<file path="src/rtl/decodificador_hamming_pipe_if.sv">
// Codeword-in / corrected-word-out handshake bundle for decodificador_hamming_pipe.
// HAMMING_SECDED_EN widens in_cw by the overall-parity bit.
interface decodificador_hamming_pipe_if #(
  parameter int DATA_W = 8
);
  function automatic int calc_p(input int dw);
    int p;
    p = 1;
    while ((1 << p) < (dw + p + 1)) p = p + 1;
    return p;
  endfunction

  localparam int P = calc_p(DATA_W);
  localparam int N = DATA_W + P;
`ifdef HAMMING_SECDED_EN
  localparam int CW_W = N + 1;
`else
  localparam int CW_W = N;
`endif

  logic              in_valid;
  logic              in_ready;
  logic [CW_W-1:0]   in_cw;
  logic              out_valid;
  logic              out_ready;
  logic [DATA_W-1:0] out_data;
  logic [P-1:0]      out_syndrome;
  logic              out_err_corr;
  logic              out_err_uncorr;

  modport master (
    output in_valid, in_cw, out_ready,
    input  in_ready, out_valid, out_data, out_syndrome, out_err_corr, out_err_uncorr
  );

  modport slave (
    input  in_valid, in_cw, out_ready,
    output in_ready, out_valid, out_data, out_syndrome, out_err_corr, out_err_uncorr
  );
endinterface

</file>
<file path="src/rtl/decodificador_hamming_pipe.sv">
// Two-stage pipelined Hamming SEC decoder with error flags and saturating counters.
// Define HAMMING_SECDED_EN for SEC-DED (overall parity bit, double-error detection).
module decodificador_hamming_pipe #(
  parameter int DATA_W = 8,
  parameter int CNT_W  = 16
) (
  input  logic                        clk,
  input  logic                        rst,
  decodificador_hamming_pipe_if.slave bus,
  input  logic                        cnt_clr,
  output logic [CNT_W-1:0]            cnt_corr,
  output logic [CNT_W-1:0]            cnt_uncorr
);
  function automatic int calc_p(input int dw);
    int p;
    p = 1;
    while ((1 << p) < (dw + p + 1)) p = p + 1;
    return p;
  endfunction

  localparam int P = calc_p(DATA_W);
  localparam int N = DATA_W + P;
  localparam logic [P-1:0] N_S = P'(N);

  logic              v1_q;
  logic [DATA_W-1:0] data1_q, data1_d;
  logic [P-1:0]      syn1_q, syn1_d;
`ifdef HAMMING_SECDED_EN
  logic              p0_q, p0_d;
`endif
  logic              v2_q;
  logic [DATA_W-1:0] data2_q, data2_d;
  logic [P-1:0]      syn2_q;
  logic              corr2_q, corr2_d;
  logic              uncorr2_q, uncorr2_d;
  logic              flip;
  logic [CNT_W-1:0]  cnt_corr_q, cnt_uncorr_q;
  logic              load2, in_ready, hs_in, hs_out;

  assign load2    = !v2_q | bus.out_ready;
  assign in_ready = !v1_q | load2;
  assign hs_in    = bus.in_valid & in_ready;
  assign hs_out   = v2_q & bus.out_ready;

  // Syndrome bit k collects every position whose index has bit k set.
  always_comb begin
    int j;
    syn1_d  = '0;
    data1_d = '0;
    j = 0;
    for (int i = 1; i <= N; i++) begin
      for (int k = 0; k < P; k++)
        if (i[k]) syn1_d[k] = syn1_d[k] ^ bus.in_cw[i-1];
      if ((i & (i - 1)) != 0) begin
        data1_d[j] = bus.in_cw[i-1];
        j = j + 1;
      end
    end
  end

`ifdef HAMMING_SECDED_EN
  assign p0_d = ^bus.in_cw;
`endif

  always_comb begin
    int j;
    flip      = 1'b0;
    corr2_d   = 1'b0;
    uncorr2_d = 1'b0;
`ifdef HAMMING_SECDED_EN
    if (syn1_q == '0) begin
      corr2_d = p0_q;
    end else if (!p0_q) begin
      uncorr2_d = 1'b1;
    end else if (syn1_q <= N_S) begin
      corr2_d = 1'b1;
      flip    = 1'b1;
    end else begin
      uncorr2_d = 1'b1;
    end
`else
    if (syn1_q != '0 && syn1_q <= N_S) begin
      corr2_d = 1'b1;
      flip    = 1'b1;
    end else if (syn1_q > N_S) begin
      uncorr2_d = 1'b1;
    end
`endif
    // A parity-position syndrome matches no data slot, so data is left as-is.
    data2_d = data1_q;
    j = 0;
    for (int i = 1; i <= N; i++) begin
      if ((i & (i - 1)) != 0) begin
        if (flip && syn1_q == P'(i)) data2_d[j] = ~data2_d[j];
        j = j + 1;
      end
    end
  end

  always_ff @(posedge clk or posedge rst) begin
    if (rst) begin
      v1_q    <= 1'b0;
      data1_q <= '0;
      syn1_q  <= '0;
`ifdef HAMMING_SECDED_EN
      p0_q    <= 1'b0;
`endif
    end else if (in_ready) begin
      v1_q <= bus.in_valid;
      if (hs_in) begin
        data1_q <= data1_d;
        syn1_q  <= syn1_d;
`ifdef HAMMING_SECDED_EN
        p0_q    <= p0_d;
`endif
      end
    end
  end

  always_ff @(posedge clk or posedge rst) begin
    if (rst) begin
      v2_q      <= 1'b0;
      data2_q   <= '0;
      syn2_q    <= '0;
      corr2_q   <= 1'b0;
      uncorr2_q <= 1'b0;
    end else if (load2) begin
      v2_q <= v1_q;
      if (v1_q) begin
        data2_q   <= data2_d;
        syn2_q    <= syn1_q;
        corr2_q   <= corr2_d;
        uncorr2_q <= uncorr2_d;
      end
    end
  end

  always_ff @(posedge clk or posedge rst) begin
    if (rst) begin
      cnt_corr_q   <= '0;
      cnt_uncorr_q <= '0;
    end else if (cnt_clr) begin
      cnt_corr_q   <= '0;
      cnt_uncorr_q <= '0;
    end else if (hs_out) begin
      if (corr2_q && !(&cnt_corr_q))     cnt_corr_q   <= cnt_corr_q + CNT_W'(1);
      if (uncorr2_q && !(&cnt_uncorr_q)) cnt_uncorr_q <= cnt_uncorr_q + CNT_W'(1);
    end
  end

  assign bus.in_ready       = in_ready;
  assign bus.out_valid      = v2_q;
  assign bus.out_data       = data2_q;
  assign bus.out_syndrome   = syn2_q;
  assign bus.out_err_corr   = corr2_q;
  assign bus.out_err_uncorr = uncorr2_q;
  assign cnt_corr           = cnt_corr_q;
  assign cnt_uncorr         = cnt_uncorr_q;
endmodule
</file>
<file path="src/flat_wrapper.sv">
// flat-port wrapper written by rule: the top's interface ports become plain ports
module decodificador_hamming_pipe_flat 
#(
  parameter int DATA_W = 8,
  parameter int CNT_W  = 16
)
  (clk, rst, cnt_clr, cnt_corr, cnt_uncorr, bus_in_valid, bus_in_cw, bus_out_ready, bus_in_ready, bus_out_valid, bus_out_data, bus_out_syndrome, bus_out_err_corr, bus_out_err_uncorr);
  decodificador_hamming_pipe_if #(.DATA_W(DATA_W)) bus_i ();
  input  logic clk;
  input  logic rst;
  input  logic cnt_clr;
  output logic [CNT_W-1:0] cnt_corr;
  output logic [CNT_W-1:0] cnt_uncorr;
  input wire logic [$bits(bus_i.in_valid)-1:0] bus_in_valid;
  input wire logic [$bits(bus_i.in_cw)-1:0] bus_in_cw;
  input wire logic [$bits(bus_i.out_ready)-1:0] bus_out_ready;
  output wire logic [$bits(bus_i.in_ready)-1:0] bus_in_ready;
  output wire logic [$bits(bus_i.out_valid)-1:0] bus_out_valid;
  output wire logic [$bits(bus_i.out_data)-1:0] bus_out_data;
  output wire logic [$bits(bus_i.out_syndrome)-1:0] bus_out_syndrome;
  output wire logic [$bits(bus_i.out_err_corr)-1:0] bus_out_err_corr;
  output wire logic [$bits(bus_i.out_err_uncorr)-1:0] bus_out_err_uncorr;
  assign bus_i.in_valid = bus_in_valid;
  assign bus_i.in_cw = bus_in_cw;
  assign bus_i.out_ready = bus_out_ready;
  assign bus_in_ready = bus_i.in_ready;
  assign bus_out_valid = bus_i.out_valid;
  assign bus_out_data = bus_i.out_data;
  assign bus_out_syndrome = bus_i.out_syndrome;
  assign bus_out_err_corr = bus_i.out_err_corr;
  assign bus_out_err_uncorr = bus_i.out_err_uncorr;
  decodificador_hamming_pipe #(.DATA_W(DATA_W), .CNT_W(CNT_W)) u_core (.clk(clk), .rst(rst), .bus(bus_i), .cnt_clr(cnt_clr), .cnt_corr(cnt_corr), .cnt_uncorr(cnt_uncorr));
endmodule
</file>
<file path="config.mk">
export PLATFORM = sky130hd
export DESIGN_NAME = decodificador_hamming_pipe_flat
export DESIGN_NICKNAME = d
export VERILOG_FILES = /design/src/rtl/decodificador_hamming_pipe_if.sv /design/src/rtl/decodificador_hamming_pipe.sv /design/src/flat_wrapper.sv
export SDC_FILE = /design/constraint.sdc
export NUM_CORES = 1
export LEC_CHECK = 0
export CAP_MARGIN = 15
export CORE_MARGIN = 2
export CORE_UTILIZATION = 39
export CTS_BUF_LIST = sky130_fd_sc_hd__clkbuf_4 sky130_fd_sc_hd__clkbuf_8 sky130_fd_sc_hd__clkbuf_16
export DETAILED_ROUTE_END_ITERATION = 7
export DONT_BUFFER_PORTS = 1
export GPL_ROUTABILITY_DRIVEN = 1
export MAX_ROUTING_LAYER = met4
export PLACE_DENSITY = 0.62
export SETUP_SLACK_MARGIN = 0.4
export SLEW_MARGIN = 15
export SYNTH_ARGS = -nofsm -noshare
export SYNTH_HDL_FRONTEND = slang
export SYNTH_SLANG_ARGS = --single-unit
</file>
<file path="constraint.sdc">
create_clock -name clk -period 2.42 [get_ports clk]
set_input_delay 0.484 -clock clk [delete_from_list [all_inputs] [get_ports clk]]
set_output_delay 0.484 -clock clk [all_outputs]
set_load 0.02 [all_outputs]
</file>
Yosys cells after proc, flatten, opt, wreduce, memory -nomap -nowiden

Cells that the tools add are included.

RAM bits: 0
Bits in latches: 0
Output and inout port bits: 48
Bits in registers: 60
Input port bits: 17
ROM bits: 0
Memories kept: 0

Shift operators: 0
Reductions and logical operators: 25
Order comparisons: 2
Equal/unequal tests: 8
Mux-type cells: 17
Bitwise operators: 30
Add/sub/neg operators: 2
$mul: 0
Divide/modulo/power cells: 0

Operators with widths:

| cell                    | number |
|---|---|
| $mux W16                | 6 |
| $add A16 B1 Y16 const B | 2 |
| $reduce_and A16 Y1      | 2 |
| $xor A1 B1 Y1           | 18 |
| $eq A4 B4 Y1 const B    | 4 |
| $eq A4 B3 Y1 const B    | 3 |
| $logic_and A1 B1 Y1     | 11 |
| $mux W8                 | 1 |
| $not A1 Y1              | 8 |
| $reduce_and A2 Y1       | 4 |
| $mux W7                 | 1 |
| $mux W6                 | 1 |
| $reduce_bool A2 Y1      | 3 |
| $mux W5                 | 1 |
| $eq A4 B2 Y1 const B    | 1 |
| $gt A4 B4 Y1 const B    | 1 |
| $le A4 B4 Y1 const B    | 1 |
| $logic_not A1 Y1        | 4 |
| $mux W1                 | 4 |
| $mux W4                 | 1 |
| $reduce_bool A4 Y1      | 1 |
| $mux W3                 | 1 |
| $and A1 B1 Y1           | 2 |
| $mux W2                 | 1 |
| $or A1 B1 Y1            | 2 |

Depth between registers and ports, before layout

Gate-level depths: netlist of the first run.

Depth in word-level cells: 12
Mapped depth: 6

Least setup slack after synthesis of the first run

No wires, ideal clock.

Path kind: flip-flop to flip-flop
Start point: register u_core.cnt_corr_q[0] (netlist: u_core.cnt_corr[0])
End point: register u_core.cnt_corr_q[12] (netlist: u_core.cnt_corr[12])
Period minus slack after synthesis: 2007 ps
Cell stages (with the launch flop): 6
Setup time: 78 ps
Path slack: 413 ps
Arrival time: 1929 ps
Data required time: 2342 ps
Cells stage by stage: dfrtp_1 > ha_1 > nand2_1 > or4_4 > or4_1 > a21oi_1

Longest elaborated chain between the ends: 5

Ends and longest elaborated chain:

| element                                                 | RTL line                          | source |
|---|---|---|
| from (decl)                                             | decodificador_hamming_pipe.sv:37  | `logic [CNT_W-1:0] cnt_corr_q, cnt_uncorr_q;` |
| from (signal assigned)                                  | decodificador_hamming_pipe.sv:146 | `if (corr2_q && !(&cnt_corr_q)) cnt_corr_q <= cnt_corr_q + CNT_W'(1);` |
| branches (longest 5 deep; another with $add A16 B1 Y16) | -                                 |  |

Parallel ways; which one is timed is not known. The select of a mux whose other input is x is not followed.
A chain may end at the register's enable or synchronous reset.

Final worst setup path of the first run

Start point: register u_core.cnt_uncorr_q[7] (netlist: u_core.cnt_uncorr[7])
End point: register u_core.cnt_uncorr_q[14] (netlist: u_core.cnt_uncorr[14])

Longest elaborated chain between the ends: 5

Ends and longest elaborated chain:

| element                                                 | RTL line                          | source |
|---|---|---|
| from (decl)                                             | decodificador_hamming_pipe.sv:37  |  |
| from (signal assigned)                                  | decodificador_hamming_pipe.sv:147 | `if (uncorr2_q && !(&cnt_uncorr_q)) cnt_uncorr_q <= cnt_uncorr_q + CNT_W'(1);` |
| branches (longest 5 deep; another with $add A16 B1 Y16) | -                                 |  |

Parallel ways; which one is timed is not known. The select of a mux whose other input is x is not followed.

==> flow_metrics.env, run 1 <==
export IMPL_dieHeight_um=94.26
export IMPL_drive_gt1_share_pct=22.55
export IMPL_antenna_found_initial=0
export IMPL_wl_um=7303
export IMPL_drv_slew=0
export IMPL_yosys_warnings=0
export IMPL_clock_sinks=60
export IMPL_ctsRootBufferMaster="clkbuf_8"
export IMPL_insertedDiodeCount=0
export IMPL_gp_congestion=0.8784
export IMPL_io_pins=65
export IMPL_numCtsBuffers=9
export IMPL_clockBufferDepth=2
export IMPL_instances_no_fill=439
export IMPL_ys_ff_latch=60
export IMPL_cp_cell_sequence="inv_1 -> or4_4 -> or4_1 -> a21oi_1"
export IMPL_coreArea_mm2=0.007807
export IMPL_maxCapViolations=0
export IMPL_crit_required_ns=2.68
export IMPL_min_delay_path_class="in -> async"
export IMPL_fp_dieW_um=94.26
export IMPL_rows=32
export IMPL_worst_pin_slew_ns=0.5086
export IMPL_path_delay_family="simple AND/OR/NAND/NOR gates"
export IMPL_netlist_top_cells_area="dfrtp_1, mux2_2, xnor2_1"
export IMPL_viasPerCell=5.788
export IMPL_start_util_pct=40.69
export IMPL_grt_overflow_total=0
export IMPL_synth_cells=320
export IMPL_crit_arrival_ns=2.21
export IMPL_synth_edf_count=0
export IMPL_wl_per_cell_um=16.64
export IMPL_syn_nets=339
export IMPL_dp_hpwl_um=5176
export IMPL_clock_power_share_pct=37.4
export IMPL_syn_avg_cell_area_um2=9.927
export IMPL_path_buf_inv=1
export IMPL_synthXorXnorAreaFrac_pct=6.617
export IMPL_areaGrowthSynthToFinish_pct=14.97
export IMPL_synth_compound_area_share_pct=12.33
export IMPL_vdd_drop_max_mv=0.3620
export IMPL_drc_errors=0
export IMPL_clock_fmax_ghz=0.5129
export IMPL_slew_headroom_pct=66.01
export IMPL_slowest_delay_ns=0.60
export IMPL_grt_pass1_vias=2464
export IMPL_drt_iter0_drc=92
export IMPL_path_class="reg -> reg"
export IMPL_worstSkewPairLatency_ns=0.34
export IMPL_leakage_nw=1.354
export IMPL_ys_seq_area_share_pct=47.26
export IMPL_crit_fanout=8
export IMPL_setup_violations=0
export IMPL_yosys_top_cells_count="dfrtp_1, nand2_1, a21oi_1, o21ai_0, xnor2_1"
export IMPL_synth_top_family_by_area="simple AND/OR/NAND/NOR gates"
export IMPL_rsz0062_at_grt="true"
export IMPL_synth_top_area_share_pct=47.26
export IMPL_internal_power_w=0.001890
export IMPL_synth_most_common_cell="dfrtp_1"
export IMPL_postRouteAntennaNets=0
export IMPL_track_usage_pct=17.94
export IMPL_min_period_over_period_pct=80.57
export IMPL_nets=351
export IMPL_period_minus_slack_ns=1.950
export IMPL_synthSimpleGateAreaFrac_pct=24.06
export IMPL_finalHoldViolations=0
export IMPL_synth_area_mux_share_pct=6.656
export IMPL_netlist_area_mm2=0.003177
export IMPL_yosysUniqueCellTypes=43
export IMPL_dieArea_mm2=0.008884
export IMPL_clk_pin_slew_ns=0.08
export IMPL_dp_cells=421
export IMPL_slowest_stage="or4_4"
export IMPL_ys_async_sr_fraction_pct=100.0
export IMPL_cts_tree="built"
export IMPL_outcome="finished clean"
export IMPL_r2r_slack_ns=0.47
export IMPL_cts_htree_levels=3
export IMPL_endpoint_kind="flop"
export IMPL_power_density_mw_per_mm2=742.3
export IMPL_worst_setup_path_start_kind="flop"
export IMPL_synth_top_area_cell="dfrtp_1"
export IMPL_p_sw_w=0.0008208
export IMPL_switching_share_pct=30.28
export IMPL_synth_flop_cell="dfrtp_1"
export IMPL_vias=2541
export IMPL_combPwrFrac_pct=12.8
export IMPL_synth_fa_ha_area_share_pct=0.7877
export IMPL_tns_ns=0
export IMPL_grt_pass1_wl_um=12100
export IMPL_dr_pass1_iters=4
export IMPL_portBuffers=0
export IMPL_fin_skew_ns=0.01407
export IMPL_grt_max_degree=40
export IMPL_power_frac_seq_pct=49.8
## logic make-up (layout without fill, tap and decap cells)
logic type	Yosys count	count (layout)
buf+inv	19	36
compound gates	65	65
simple gates	131	131
flops	60	60
fa+ha+maj	2	2
mux	19	19
xor+xnor	24	24
## path summary, 6_finish.rpt
path / from / endpoint / cells past startpoint
max: u_core.cnt_uncorr[7]$_DFFE_PP0P_ / u_core.cnt_uncorr[14]$_DFFE_PP0P_ / 4
min in group clk: cnt_clr / u_core.cnt_corr[5]$_DFFE_PP0P_ / 1
min: rst / u_core.bus.out_data[3]$_DFFE_PP0P_ / 1
min reg2reg: u_core.v1_q$_DFFE_PP0N_ / u_core.bus.out_valid$_DFFE_PP0P_ / 1
max in group asynchronous: rst / u_core.cnt_uncorr[4]$_DFFE_PP0P_ / 2
max reg2reg: u_core.cnt_uncorr[7]$_DFFE_PP0P_ / u_core.cnt_uncorr[14]$_DFFE_PP0P_ / 4
## registers in the layout, summed over array words and instances (netlist names)
register / flops
u_core.v1_q: 1
u_core.syn1_q: 4
u_core.cnt_uncorr: 16
u_core.bus.out_err_uncorr: 1
u_core.bus.out_err_corr: 1
u_core.cnt_corr: 16
u_core.bus.out_syndrome: 4
u_core.bus.out_data: 8
u_core.data1_q: 8
u_core.bus.out_valid: 1
## final cells by class
cell class,count,area (um^2)
fillers,753,4155
multi-input cells,241,1639
flip-flops and latches,60,1514
repair buffers,16,132.6
well taps,102,127.6
clock buffers,9,123.9
clock inverters,7,100.1
inverters,4,15.01
## timing repair
| action | CTS | global route |
|---|---|---|
| gates resized for setup | 5 | 13 |
| pin swaps | 0 | 1 |
| buffers inserted | 0 | 2 |
| cloned | 0 | 0 |
| hold buffers | 0 | 0 |
| setup endpoints to repair | 5 | 13 |
## routing by layer
metal | vias up | GRT usage, % | wire length [um]
li1 | 1221 | - | -
met1 | 1231 | 21.26 | 3175
met2 | 79 | 28.45 | 3441
met3 | 10 | 6.100 | 597
met4 | 0 | 6.522 | 89
met5 | - | - | 0
## layout by cell type (no fill, tap or decap), drive strengths merged, types with 3 or more instances in the layout
master    count
buf          16
o31ai        12
xnor2        18
nand2b        6
nor2         11
clkinvlp      3
xor2          6
a21oi        20
nor4          9
or4          13
nor2b         4
and3          3
nor3         10
nand3        11
dfrtp        60
mux2         17
clkbuf        9
nand4        12
o211ai        3
inv           5
o21ai        20
or3           9
nor4bb        4
nand2        29
## per-stage QoR
step,total power (W),hold slack (ns),worst slack (ns),util (%),cell area (um^2)
3_3_place_gp,0.001712,0.4288,0.3599,43.09,3364
6_report,0.002711,0.04408,0.4703,46.78,3652
3_5_place_dp,0.001724,0.4306,0.2932,43.09,3364
4_1_cts,0.002752,0.05062,0.4057,46.07,3597
2_1_floorplan,0.001615,0.4572,0.4130,-,3177
5_1_grt,0.002862,0.06998,0.3704,46.78,3652
## power groups by stage
stage / Clock, W / Sequential [W] / Combinational (W)
after floorplan: 0 / 0.00132 / 0.000300
after global placement: 0 / 0.00137 / 0.000342
after detailed placement: 0 / 0.00137 / 0.000351
after CTS: 0.00105 / 0.00135 / 0.000352
after global routing: 0.00110 / 0.00137 / 0.000394
final: 0.00101 / 0.00135 / 0.000348
(Power assumes the default switching activity.)
==> inputs of run 2 (changes only) <==
Settings changed: PLACE_DENSITY 0.62 to 0.64.
Clock period 2.42 ns to 1.7 ns, I/O delays scaled along.
==> run 2 against run 1 <==
  * Cell count grew 22%
  * The flow now finishes with violations (setup timing)
  * Critical endpoint is now u_core.cnt_corr[14]$_DFFE_PP0P_
  * Largest power group unchanged
  * Utilization grew 22 points
  * Sequential share of layout area shrank 13 points
  * Design area grew 48%
  * Clock power grew 50%
  * Largest cell class unchanged
  * Sequential cell count is the same
  * Worst hold slack lost 0.0068 ns
  * Sequential power grew 45%
  * Combinational power grew to 2.6 times the previous value
  * Die area is the same
  * Worst setup slack lost 0.59 ns
  * Total power grew 61%
==> flow_metrics.env, run 2 (synthesis gave the netlist of run 1 again) <==
export IMPL_wl_um=9730
export IMPL_power_density_mw_per_mm2=810.1
export IMPL_coreArea_mm2=0.007807
export IMPL_crit_required_ns=1.93
export IMPL_drt_iter0_drc=120
export IMPL_cts_htree_levels=3
export IMPL_areaGrowthSynthToFinish_pct=69.59
export IMPL_nets=449
export IMPL_path_delay_family="simple AND/OR/NAND/NOR gates"
export IMPL_gp_congestion=0.7832
export IMPL_slowest_delay_ns=0.54
export IMPL_crit_fanout=4
export IMPL_clock_sinks=60
export IMPL_leakage_nw=2.203
export IMPL_slowest_stage="or4_4"
export IMPL_n_fill_cell=544
export IMPL_wl_per_cell_um=18.12
export IMPL_vias=3080
export IMPL_dp_hpwl_um=5806
export IMPL_finalHoldViolations=0
export IMPL_track_usage_pct=23.24
export IMPL_clock_fmax_ghz=0.5507
export IMPL_antenna_found_initial=0
export IMPL_grt_max_degree=61
export IMPL_portBuffers=0
export IMPL_combPwrFrac_pct=20.3
export IMPL_fin_skew_ns=0.007897
export IMPL_finalPower_w=0.004365
export IMPL_viasPerCell=5.736
export IMPL_dieHeight_um=94.26
export IMPL_tns_ns=-0.5954
export IMPL_rows=32
export IMPL_worst_pin_slew_ns=0.4421
export IMPL_drv_slew=0
export IMPL_drc_errors=0
export IMPL_cp_cell_sequence="ha_4 -> nand2_2 -> or4_4 -> buf_4 -> o31a_1 -> o21ba_2"
export IMPL_layout_common_cells="buf_6, buf_4, dfrtp_2"
export IMPL_internal_power_w=0.003006
export IMPL_dr_pass1_iters=4
export IMPL_numCtsBuffers=9
export IMPL_start_util_pct=40.69
export IMPL_min_delay_path_class="in -> reg"
export IMPL_path_buf_inv=1
export IMPL_clock_power_share_pct=34.7
export IMPL_r2r_slack_ns=-0.12
export IMPL_dp_cells=473
export IMPL_fin_ws_ns=-0.1158
export IMPL_clockBufferDepth=2
export IMPL_hold_ws_ns=0.03728
export IMPL_slew_headroom_pct=70.53
export IMPL_power_frac_seq_pct=44.9
export IMPL_postRouteAntennaNets=0
export IMPL_dieArea_mm2=0.008884
export IMPL_clk_pin_slew_ns=0.08
export IMPL_vdd_drop_max_mv=0.7887
export IMPL_period_minus_slack_ns=1.816
export IMPL_crit_arrival_ns=2.05
export IMPL_worstSkewPairLatency_ns=0.35
export IMPL_setup_violations=11
export IMPL_insertedDiodeCount=0
export IMPL_ctsRootBufferMaster="clkbuf_8"
export IMPL_grt_overflow_total=0
export IMPL_maxCapViolations=0
export IMPL_worst_setup_path_start_kind="flop"
export IMPL_p_sw_w=0.001359
export IMPL_path_class="reg -> reg"
export IMPL_io_pins=65
export IMPL_endpoint_kind="flop"
export IMPL_instances_no_fill=537
export IMPL_drive_gt1_share_pct=63.91
export IMPL_grt_pass1_wl_um=15660
export IMPL_min_period_over_period_pct=106.8
export IMPL_switching_share_pct=31.13
export IMPL_cts_tree="built"
export IMPL_outcome="finished, violations left"
export IMPL_failed_checks="setup timing"
export IMPL_fp_dieW_um=94.26
export IMPL_grt_pass1_vias=3088
export IMPL_mostFrequentLayoutCell="buf_6"
export IMPL_rsz0062_at_grt="true"
## run 2: changes by cell type in the layout (fill, tap and decap cells not counted), moves of 15 or more
cell | previous run | this run
mux2_2 | 17 | 2
a21oi_1 | 20 | 5
a21oi_2 | 0 | 15
nand2_1 | 28 | 11
mux2_4 | 0 | 15
buf_4 | 15 | 44
dfrtp_1 | 50 | 29
o21ai_0 | 20 | 4
dfrtp_2 | 10 | 31
buf_6 | 0 | 54
## run 2: layer usage
metal,global-route usage [%],vias to the layer above,routed length [um]
met5,-,-,0
li1,-,1425,-
met3,6.340,16,464
met4,7.005,0,187
met2,39.23,88,5189
met1,27.13,1551,3888
## run 2: final timing paths
kind,endpoint,cells past startpoint,startpoint
worst max-delay path,u_core.cnt_corr[14]$_DFFE_PP0P_,6,u_core.cnt_corr[1]$_DFFE_PP0P_
worst min-delay path,u_core.cnt_corr[3]$_DFFE_PP0P_,1,cnt_clr
worst max register to register,u_core.cnt_corr[14]$_DFFE_PP0P_,6,u_core.cnt_corr[1]$_DFFE_PP0P_
worst min register to register,u_core.data1_q[4]$_DFFE_PP0P_,1,u_core.data1_q[4]$_DFFE_PP0P_
max in group asynchronous,u_core.cnt_uncorr[11]$_DFFE_PP0P_,3,rst
min in group asynchronous,u_core.bus.out_syndrome[1]$_DFFE_PP0P_,3,rst
## run 2: layout make-up
type / count / area, um^2 / area share [%]
Timing Repair Buffer: 114 / 1241 / 23.04
Clock buffer: 10 / 137.6 / 2.555
Multi-Input combinational cell: 241 / 2227 / 41.34
Clock inverter: 6 / 95.09 / 1.765
Sequential cell: 60 / 1540 / 28.59
Inverter: 4 / 18.77 / 0.3484
Tap cell: 102 / 127.6 / 2.369
## run 2: metrics by stage
stage          area, um^2  setup WS, ns  util, %
5_1_grt              5388       -0.1678    69.01
3_3_place_gp         3948      -0.07737    50.56
4_1_cts              4992      -0.09042    63.94
2_1_floorplan        3410       -0.1971        -
6_report             5388       -0.1158    69.01
3_5_place_dp         3948       -0.1153    50.56
## run 2: timing repair
item | 4_1_cts | 5_1_grt
pin swaps | 40 | 25
endpoints found under the hold margin | 60 | 0
hold buffers | 1 | 0
setup buffers | 30 | 14
endpoints found under the setup margin | 75 | 84
gates cloned | 3 | 0
resized for setup | 119 | 72
## run 2: power groups by stage
stage / registers (W) / clock network [W] / logic [W]
after floorplan: 0.00189 / 0 / 0.000467
after global placement: 0.00196 / 0 / 0.000551
after detailed placement: 0.00196 / 0 / 0.000566
after CTS: 0.00195 / 0.00155 / 0.000817
after global routing: 0.00199 / 0.00161 / 0.000963
final: 0.00196 / 0.00152 / 0.000888
==> inputs of run 3 (changes only) <==
Settings changed: CTS_CLUSTER_DIAMETER set to 100.
Clock period 1.7 ns to 1.6 ns, I/O delays scaled along.
==> run 3 against run 2 <==
  * The run still ends with setup timing left
  * Count of clock-buffer cells in the layout grew 2
  * Wire length grew 4.7%
  * Worst hold slack lost 0.012 ns
  * Die area is the same
  * Global-route usage grew 0.18 points
  * Utilization rose by 0.91 points
  * Critical endpoint is now u_core.cnt_uncorr[5]$_DFFE_PP0P_
==> flow_metrics.env, run 3 (synthesis gave the netlist of run 1 again) <==
export IMPL_drive_gt1_share_pct=61.93
export IMPL_multiInputGateArea_mm2=0.002200
export IMPL_start_util_pct=40.69
export IMPL_dr_pass1_iters=4
export IMPL_grt_pass1_vias=3048
export IMPL_track_usage_pct=23.41
export IMPL_switching_share_pct=30.06
export IMPL_cp_cell_sequence="nand3_4 -> buf_4 -> buf_6 -> or2_4 -> buf_4 -> o31ai_1 -> a21oi_2"
export IMPL_wl_um=10180
export IMPL_portBuffers=0
export IMPL_vdd_drop_max_mv=0.6956
export IMPL_finalHoldViolations=0
export IMPL_gp_congestion=0.8301
export IMPL_power_density_mw_per_mm2=833.6
export IMPL_worst_pin_slew_ns=0.5721
export IMPL_drc_errors=0
export IMPL_clk_pin_slew_ns=0.07
export IMPL_worstSkewPairLatency_ns=0.34
export IMPL_nets=471
export IMPL_clock_power_share_pct=35.9
export IMPL_drt_iter0_drc=136
export IMPL_io_pins=65
export IMPL_clock_sinks=60
export IMPL_min_delay_path_class="in -> reg"
export IMPL_combPwrFrac_pct=18.4
export IMPL_dieHeight_um=94.26
export IMPL_n_fill_cell=542
export IMPL_numCtsBuffers=9
export IMPL_coreArea_mm2=0.007807
export IMPL_areaGrowthSynthToFinish_pct=71.84
export IMPL_cpMostUsedCell="buf_4"
export IMPL_crit_fanout=4
export IMPL_layout_common_cells="buf_6, buf_4, dfrtp_1, dfrtp_2, xnor2_1"
export IMPL_fin_ws_ns=-0.1915
export IMPL_cts_htree_levels=3
export IMPL_antenna_found_initial=0
export IMPL_slowest_delay_ns=0.44
export IMPL_grt_max_degree=39
export IMPL_failed_checks="setup timing"
export IMPL_vias=3139
export IMPL_dp_hpwl_um=6042
export IMPL_rsz0062_at_grt="true"
export IMPL_viasPerCell=5.615
export IMPL_insertedDiodeCount=0
export IMPL_slowest_stage="dfrtp_2"
export IMPL_outcome="finished, violations left"
export IMPL_drv_slew=0
export IMPL_post_route_util_pct=69.92
export IMPL_dieArea_mm2=0.008884
export IMPL_dp_cells=487
export IMPL_internal_power_w=0.003183
export IMPL_clock_fmax_ghz=0.5582
export IMPL_grt_pass1_wl_um=15530
export IMPL_cts_tree="built"
export IMPL_postRouteAntennaNets=0
export IMPL_rows=32
export IMPL_instances_no_fill=559
export IMPL_clockBufferDepth=2
export IMPL_fin_skew_ns=0.006270
export IMPL_ctsRootBufferMaster="clkbuf_8"
export IMPL_layout_area_seq_mm2=0.001539
export IMPL_period_minus_slack_ns=1.791
export IMPL_path_class="reg -> reg"
export IMPL_fp_dieW_um=94.26
export IMPL_min_period_over_period_pct=112.0
export IMPL_mostFrequentLayoutCell="buf_6"
export IMPL_worst_setup_path_start_kind="flop"
export IMPL_crit_arrival_ns=2.00
export IMPL_grt_overflow_total=0
export IMPL_endpoint_kind="flop"
export IMPL_setup_violations=35
export IMPL_leakage_nw=2.259
export IMPL_power_frac_seq_pct=45.8
export IMPL_slew_headroom_pct=61.78
export IMPL_crit_required_ns=1.81
export IMPL_maxCapViolations=0
export IMPL_pre_cts_slack_ns=-0.2316
export IMPL_p_sw_w=0.001368
export IMPL_wl_per_cell_um=18.22
-- run 3: routing by layer --
| layer | global-route usage (%) | routed length (um) | vias up |
|---|---|---|---|
| li1 | - | - | 1464 |
| met1 | 27.25 | 3970 | 1555 |
| met2 | 39.46 | 5422 | 99 |
| met3 | 5.377 | 503 | 21 |
| met4 | 8.937 | 287 | 0 |
| met5 | - | 0 | - |
-- run 3: area by class of cell --
cell class	instances	share of cell area, %
multi-input cells	243	40.29
flip-flops and latches	60	28.19
repair buffers	134	24.52
clock buffers	12	3.025
well taps	102	2.338
clock inverters	4	1.284
inverters	4	0.3438
-- run 3: repair_timing --
item,CTS,global route
setup buffers,28,24
resized for setup,96,67
pin swaps,29,19
hold endpoints to repair,20,0
setup endpoints to repair,94,95
gates cloned,3,0
hold buffers,1,0
-- run 3: final timing paths --
path	slack, ns	from	end	cells after the start
worst min-delay path	0.03	cnt_clr	u_core.cnt_uncorr[11]$_DFFE_PP0P_	1
min in group asynchronous	0.52	rst	u_core.cnt_uncorr[4]$_DFFE_PP0P_	2
max in group asynchronous	0.60	rst	u_core.cnt_corr[15]$_DFFE_PP0P_	3
worst max register to register	-0.19	u_core.bus.out_valid$_DFFE_PP0P_	u_core.cnt_uncorr[5]$_DFFE_PP0P_	7
worst max-delay path	-0.19	u_core.bus.out_valid$_DFFE_PP0P_	u_core.cnt_uncorr[5]$_DFFE_PP0P_	7
worst min register to register	0.54	u_core.data1_q[2]$_DFFE_PP0P_	u_core.data1_q[2]$_DFFE_PP0P_	1
-- run 3: critical path, delay by kind of cell (launching register included) --
family	cells	cell delay, ns
buffers and inverters	3	0.40
and+or+nand+nor	2	0.34
DFF	1	0.44
AOI/OAI and AO/OA	2	0.48
-- run 3: power by group through the flow --
stage,Sequential (W),Clock [W],Combinational (W)
3_5_place_dp,0.00210,0,0.000659
2_1_floorplan,0.00201,0,0.000561
6_report,0.00208,0.00163,0.000835
5_1_grt,0.00212,0.00173,0.000911
3_3_place_gp,0.00209,0,0.000643
4_1_cts,0.00208,0.00165,0.000766
-- run 3: stage by stage --
step	hold slack (ns)	TNS [ns]	area (um^2)	total power [W]
finish	0.02503	-2.560	5459	0.004551
global route	0.01328	-4.836	5459	0.004755
CTS	0.01174	-1.603	4996	0.004498
detailed placement	0.2813	-2.327	4098	0.002754
global placement	0.2747	-1.845	4098	0.002735
floorplan	0.4249	-2.670	3463	0.002570
